===== src/rtl/rr_mux_arbiter.sv =====
// rr_mux_arbiter: round-robin owner selection for a shared mux/demux datapath.
// The owner's grant is cut off after MAX_HOLD cycles. Between owners there is always
// a dead gap so that the datapath select never changes while a transfer is in flight.
module rr_mux_arbiter #(
    parameter int SEL_BITS = 2,
    parameter int MAX_HOLD = 8
) (
    input  logic                     clk,
    input  logic                     rst,
    input  logic [(2**SEL_BITS)-1:0] req,
    output logic [(2**SEL_BITS)-1:0] grant,
    output logic [SEL_BITS-1:0]      sel,
    output logic                     busy,
    output logic                     preempt
);

    localparam int N     = 2 ** SEL_BITS;
    localparam int CNT_W = (MAX_HOLD == 0) ? 1 : $clog2(MAX_HOLD + 1);

    typedef enum logic [1:0] {
        IDLE  = 2'd0,
        GRANT = 2'd1,
        GAP   = 2'd2
    } state_t;

    state_t              state, state_n;
    logic [N-1:0]        grant_n;
    logic [SEL_BITS-1:0] sel_n;
    logic                busy_n;
    logic                preempt_n;
    logic [SEL_BITS-1:0] ptr, ptr_n;
    logic [CNT_W-1:0]    hold_cnt, hold_cnt_n;

    logic [SEL_BITS-1:0] winner;
    logic [SEL_BITS-1:0] cand;
    logic                found;
    logic                release_hit;
    logic                timeout_hit;

    // Find the first requester at or after ptr, scanning upward and wrapping at N-1.
    always_comb begin
        winner = '0;
        cand   = '0;
        found  = 1'b0;
        for (int i = 0; i < N; i++) begin
            cand = ptr + SEL_BITS'(i);
            if (!found && req[cand]) begin
                winner = cand;
                found  = 1'b1;
            end
        end
    end

    // Exit conditions for the current owner. When both fire together, release wins.
    always_comb begin
        release_hit = (req[sel] == 1'b0);
        timeout_hit = (MAX_HOLD != 0) && (hold_cnt == CNT_W'(MAX_HOLD));
    end

    // Next-state and next-output logic. Every output is registered from these values.
    always_comb begin
        state_n    = state;
        grant_n    = grant;
        sel_n      = sel;
        busy_n     = busy;
        preempt_n  = 1'b0;
        ptr_n      = ptr;
        hold_cnt_n = hold_cnt;
        case (state)
            IDLE: begin
                if (req != '0) begin
                    state_n    = GRANT;
                    sel_n      = winner;
                    grant_n    = N'(1) << winner;
                    busy_n     = 1'b1;
                    hold_cnt_n = CNT_W'(1);
                end
            end
            GRANT: begin
                if (release_hit || timeout_hit) begin
                    state_n   = GAP;
                    grant_n   = '0;
                    busy_n    = 1'b0;
                    ptr_n     = sel + SEL_BITS'(1);
                    preempt_n = !release_hit;
                end else if (hold_cnt != '1) begin
                    hold_cnt_n = hold_cnt + CNT_W'(1);
                end
            end
            GAP: begin
                state_n = IDLE;
            end
            default: begin
                state_n = IDLE;
                grant_n = '0;
                busy_n  = 1'b0;
            end
        endcase
    end

    // State and output registers, cleared immediately by reset.
    always_ff @(posedge clk or posedge rst) begin
        if (rst) begin
            state    <= IDLE;
            grant    <= '0;
            sel      <= '0;
            busy     <= 1'b0;
            preempt  <= 1'b0;
            ptr      <= '0;
            hold_cnt <= '0;
        end else begin
            state    <= state_n;
            grant    <= grant_n;
            sel      <= sel_n;
            busy     <= busy_n;
            preempt  <= preempt_n;
            ptr      <= ptr_n;
            hold_cnt <= hold_cnt_n;
        end
    end

endmodule


===== config.mk =====
export PLATFORM = sky130hd
export DESIGN_NAME = rr_mux_arbiter
export DESIGN_NICKNAME = d
export VERILOG_FILES = /design/src/rtl/rr_mux_arbiter.sv
export SDC_FILE = /design/constraint.sdc
export NUM_CORES = 1
export LEC_CHECK = 0
export ABC_AREA = 1
export CAP_MARGIN = 20
export CORE_ASPECT_RATIO = 0.8
export CORE_MARGIN = 2
export CORE_UTILIZATION = 54
export DETAILED_ROUTE_END_ITERATION = 12
export PLACE_DENSITY = 0.82
export SLEW_MARGIN = 5
export SYNTH_ARGS = -nofsm -noshare
export SYNTH_HDL_FRONTEND = slang
export SYNTH_SLANG_ARGS = --single-unit

===== constraint.sdc =====
create_clock -name clk -period 1.9 [get_ports clk]
set_input_delay 0.38 -clock clk [delete_from_list [all_inputs] [get_ports clk]]
set_output_delay 0.38 -clock clk [all_outputs]
set_load 0.02 [all_outputs]

==> summary.md <==
| Metric | Value |
|---|---|
| Ys flop type | dfrtp_1 |
| Sequential share of the synthesized area | 36.7% |
| CP max stage cell | clkdlybuf4s50_1 |
| HPWL after detailed placement | 1720 um |
| Maximum clock path buffer count | 2 |
| Crit path kind | reg2out |
| Fin crit period | 1.78 ns |
| Final setup fails | 0 |
| Max-slew violations | 0 |
| CP Capture Type | output pin |
| FP Rows | 14 |
| CP max FO | 5 |
| Clock root buffer | clkbuf_4 |
| CP required | between 1.5 and 2 ns |
| Netlist Area Pre-Place | 1090 um^2 |
| Compound-Gate Fraction of Synth Area | 6.30% |
| CP arrival | 1.40 ns |
| Max Freq | roughly 560 MHz |
| Clock transition at path regs | 0.10 ns |
| Dpl ws | -0.0443 ns |
| Layout cells sized above 1 | 18.8% |
| PortBufs | 13 |
| Adder-Cell Fraction of Synth Area | 2.29% |
| Synth unique cells | 24 |
| Vias in the first global route | 857 |
| DRC viols | 0 |
| Post-Synth Simple-Gate Area | 45.1% |
| Clk_skew | 0.00698 ns |
| Finished Core Util | 68.1% |
| Area Growth Syn to Fin | 18.0% |
| Setup ws final | 0.117 ns |
| RePlAce Congestion | around 0.86 |
| WP depth | 1 |
| Vias per inst | 5.07 |
| Pwr/cell area | 1800 nW/um^2 |
| Unrepaired setup endpoints after global routing | false |
| Die ar. | approximately 2400 um^2 |
| Diode count | 0 |
| Status | finished clean |
| CTS sink count | 16 |
| Leakage power | 0.000712 uW |
| Crit-path cells | clkdlybuf4s50_1 |
| TritonCTS clock tree | yes |
| Initial antenna violation count | 0 |
| Ys Warns | 0 |
| DRT iter0 DRCs | 20 |
| Routed Antenna Nets | 0 |
| Delay-heaviest family, CP | buffers and inverters |
| Tightest Hold Check Type | in2async |
| Total iterations of the first detailed-routing run | 4 |
| Post-CTS Setup Bufs | 0 |
| Crit path launch type | flop |
| Count leader, synth | nand2_1 |
| Inserted Clock Buffers | 3 |
| Final period util | 93.8% |
| Die span in x | 54.3 um |
| Top cells by area, synth | dfrtp_1, nand2_1, nand3_1 |
| GR Overflow Total | 0 |
| WL final | between 2000 and 2500 um |
| Seq cells post-synth | 16 |
| Max-cap violations | 0 |
| Fill cells | roughly 160 |
| Crit path largest cell delay | 0.65 ns |
| Initial Util | 57.7% |
| R2R depth | 11 |
| Post-Syn Nets | around 160 |
| Die Span Y | 44.2 um |
| Normalized max-slew margin | approximately three fifths |
| Vias | 984 |
| Top cell type's share of synthesized area | 36.7% |
| First-pass GRT wire length | 3790 um |
| Core Area | 1890 um^2 |
| Xor/xnor share of the synthesized area | 1.60% |
| Final hold viol count | 0 |
| Post-synthesis mux area share | 0% |
| Htree depth | 1 |
| CP bufs+invs | 1 |
| Largest net degree at the start of global routing | 17 |
| Mapped Cells | approximately 150 |
| Synth top cells by count | nand2_1, dfrtp_1, nand3_1 |
| GRT Util Overall | 22.1% |
| Post-synth EDFFs | 0 |
| WL per Instance | around 11 um |
| Worst skew pair latency | 0.29 ns |
| Synthesized area per cell | a little over 7 um^2 |
| Max VDD drop | roughly 1200 uV |
| Total I/O pin count | 14 |
| Worst slew pin tran | 0.596 ns |
| Main combinational cell family by area after synthesis | simple AND/OR/NAND/NOR gates |
| FFs w/ async S/R, synth | 100% |
| Nets | 179 |
| Largest area contributor in the netlist | dfrtp_1 |
-- cells in the final DEF (no fill, tap or decap), drive strengths merged, types with 2 or more instances in the layout --
cell and instances:
nand2 71, clkbuf 4, inv 19, nand3 17, ha 2, nor2 11, o211ai 2, clkdlybuf4s50 13
dfrtp 16, buf 2, o21ai 6
-- flip-flops by register name, indices dropped and copies added, names as in the netlist --
name	count
ptr	2
preempt	1
hold_cnt	4
sel	2
busy	1
state	2
grant	4
-- final cells by class --
type | instances | area [um^2] | area share [%]
Tap cell | 24 | 30.0 | 2.33
Inverter | 19 | 71.3 | 5.53
Timing Repair Buffer | 15 | 145 | 11.3
Sequential cell | 16 | 402 | 31.2
Multi-Input combinational cell | 116 | 604 | 46.9
Clock buffer | 4 | 36.3 | 2.82
-- repair_timing --
item | CTS | global route
resized for setup | 0 | 1
setup endpoints to repair | 0 | 1
hold buffers | 0 | 0
-- metal layers --
layer	part of all wire (%)	global-route usage [%]
met1	51	31.6
met3	4.4	6.42
met4	1.4	7.50
met2	43	32.0
met5	0	0
-- power breakdown --
part           leakage (uW)  switching [uW]  internal (uW)
combinational      0.000488             952            542
clock             0.0000210             111            117
sequential         0.000203             126            476
-- per-stage QoR --
step / hold WS (ns) / total power, uW / TNS [ns] / instances / cell area [um^2]
floorplan: 0.294 / 1740 / 0 / 153 / 1090
global placement: 0.464 / 2050 / 0 / 190 / 1250
detailed placement: 0.471 / 2100 / -0.0443 / 190 / 1250
CTS: 0.466 / 2330 / 0 / 194 / 1290
global route: 0.501 / 2560 / 0 / 194 / 1290
finish: 0.440 / 2320 / 0 / 194 / 1290
-- kinds of logic (layout without fill, tap and decap cells) --
logic type,count (synthesis),in the layout
flops,16,16
simple gates,101,101
xor+xnor,2,2
fa+ha+maj,2,2
buf+inv,21,38
compound gates,11,11
-- final timing paths --
kind,to,slack [ns],from
min,busy,0.44,rst
max in group asynchronous,sel[0],1.04,rst
max,sel[1],0.12,sel[1]
max reg2reg,grant[1],0.37,ptr[0]
min reg2reg,grant[3],0.50,grant[3]
min in group clk,grant[3],0.50,grant[3]
Power figures use the tool's default switching activity.
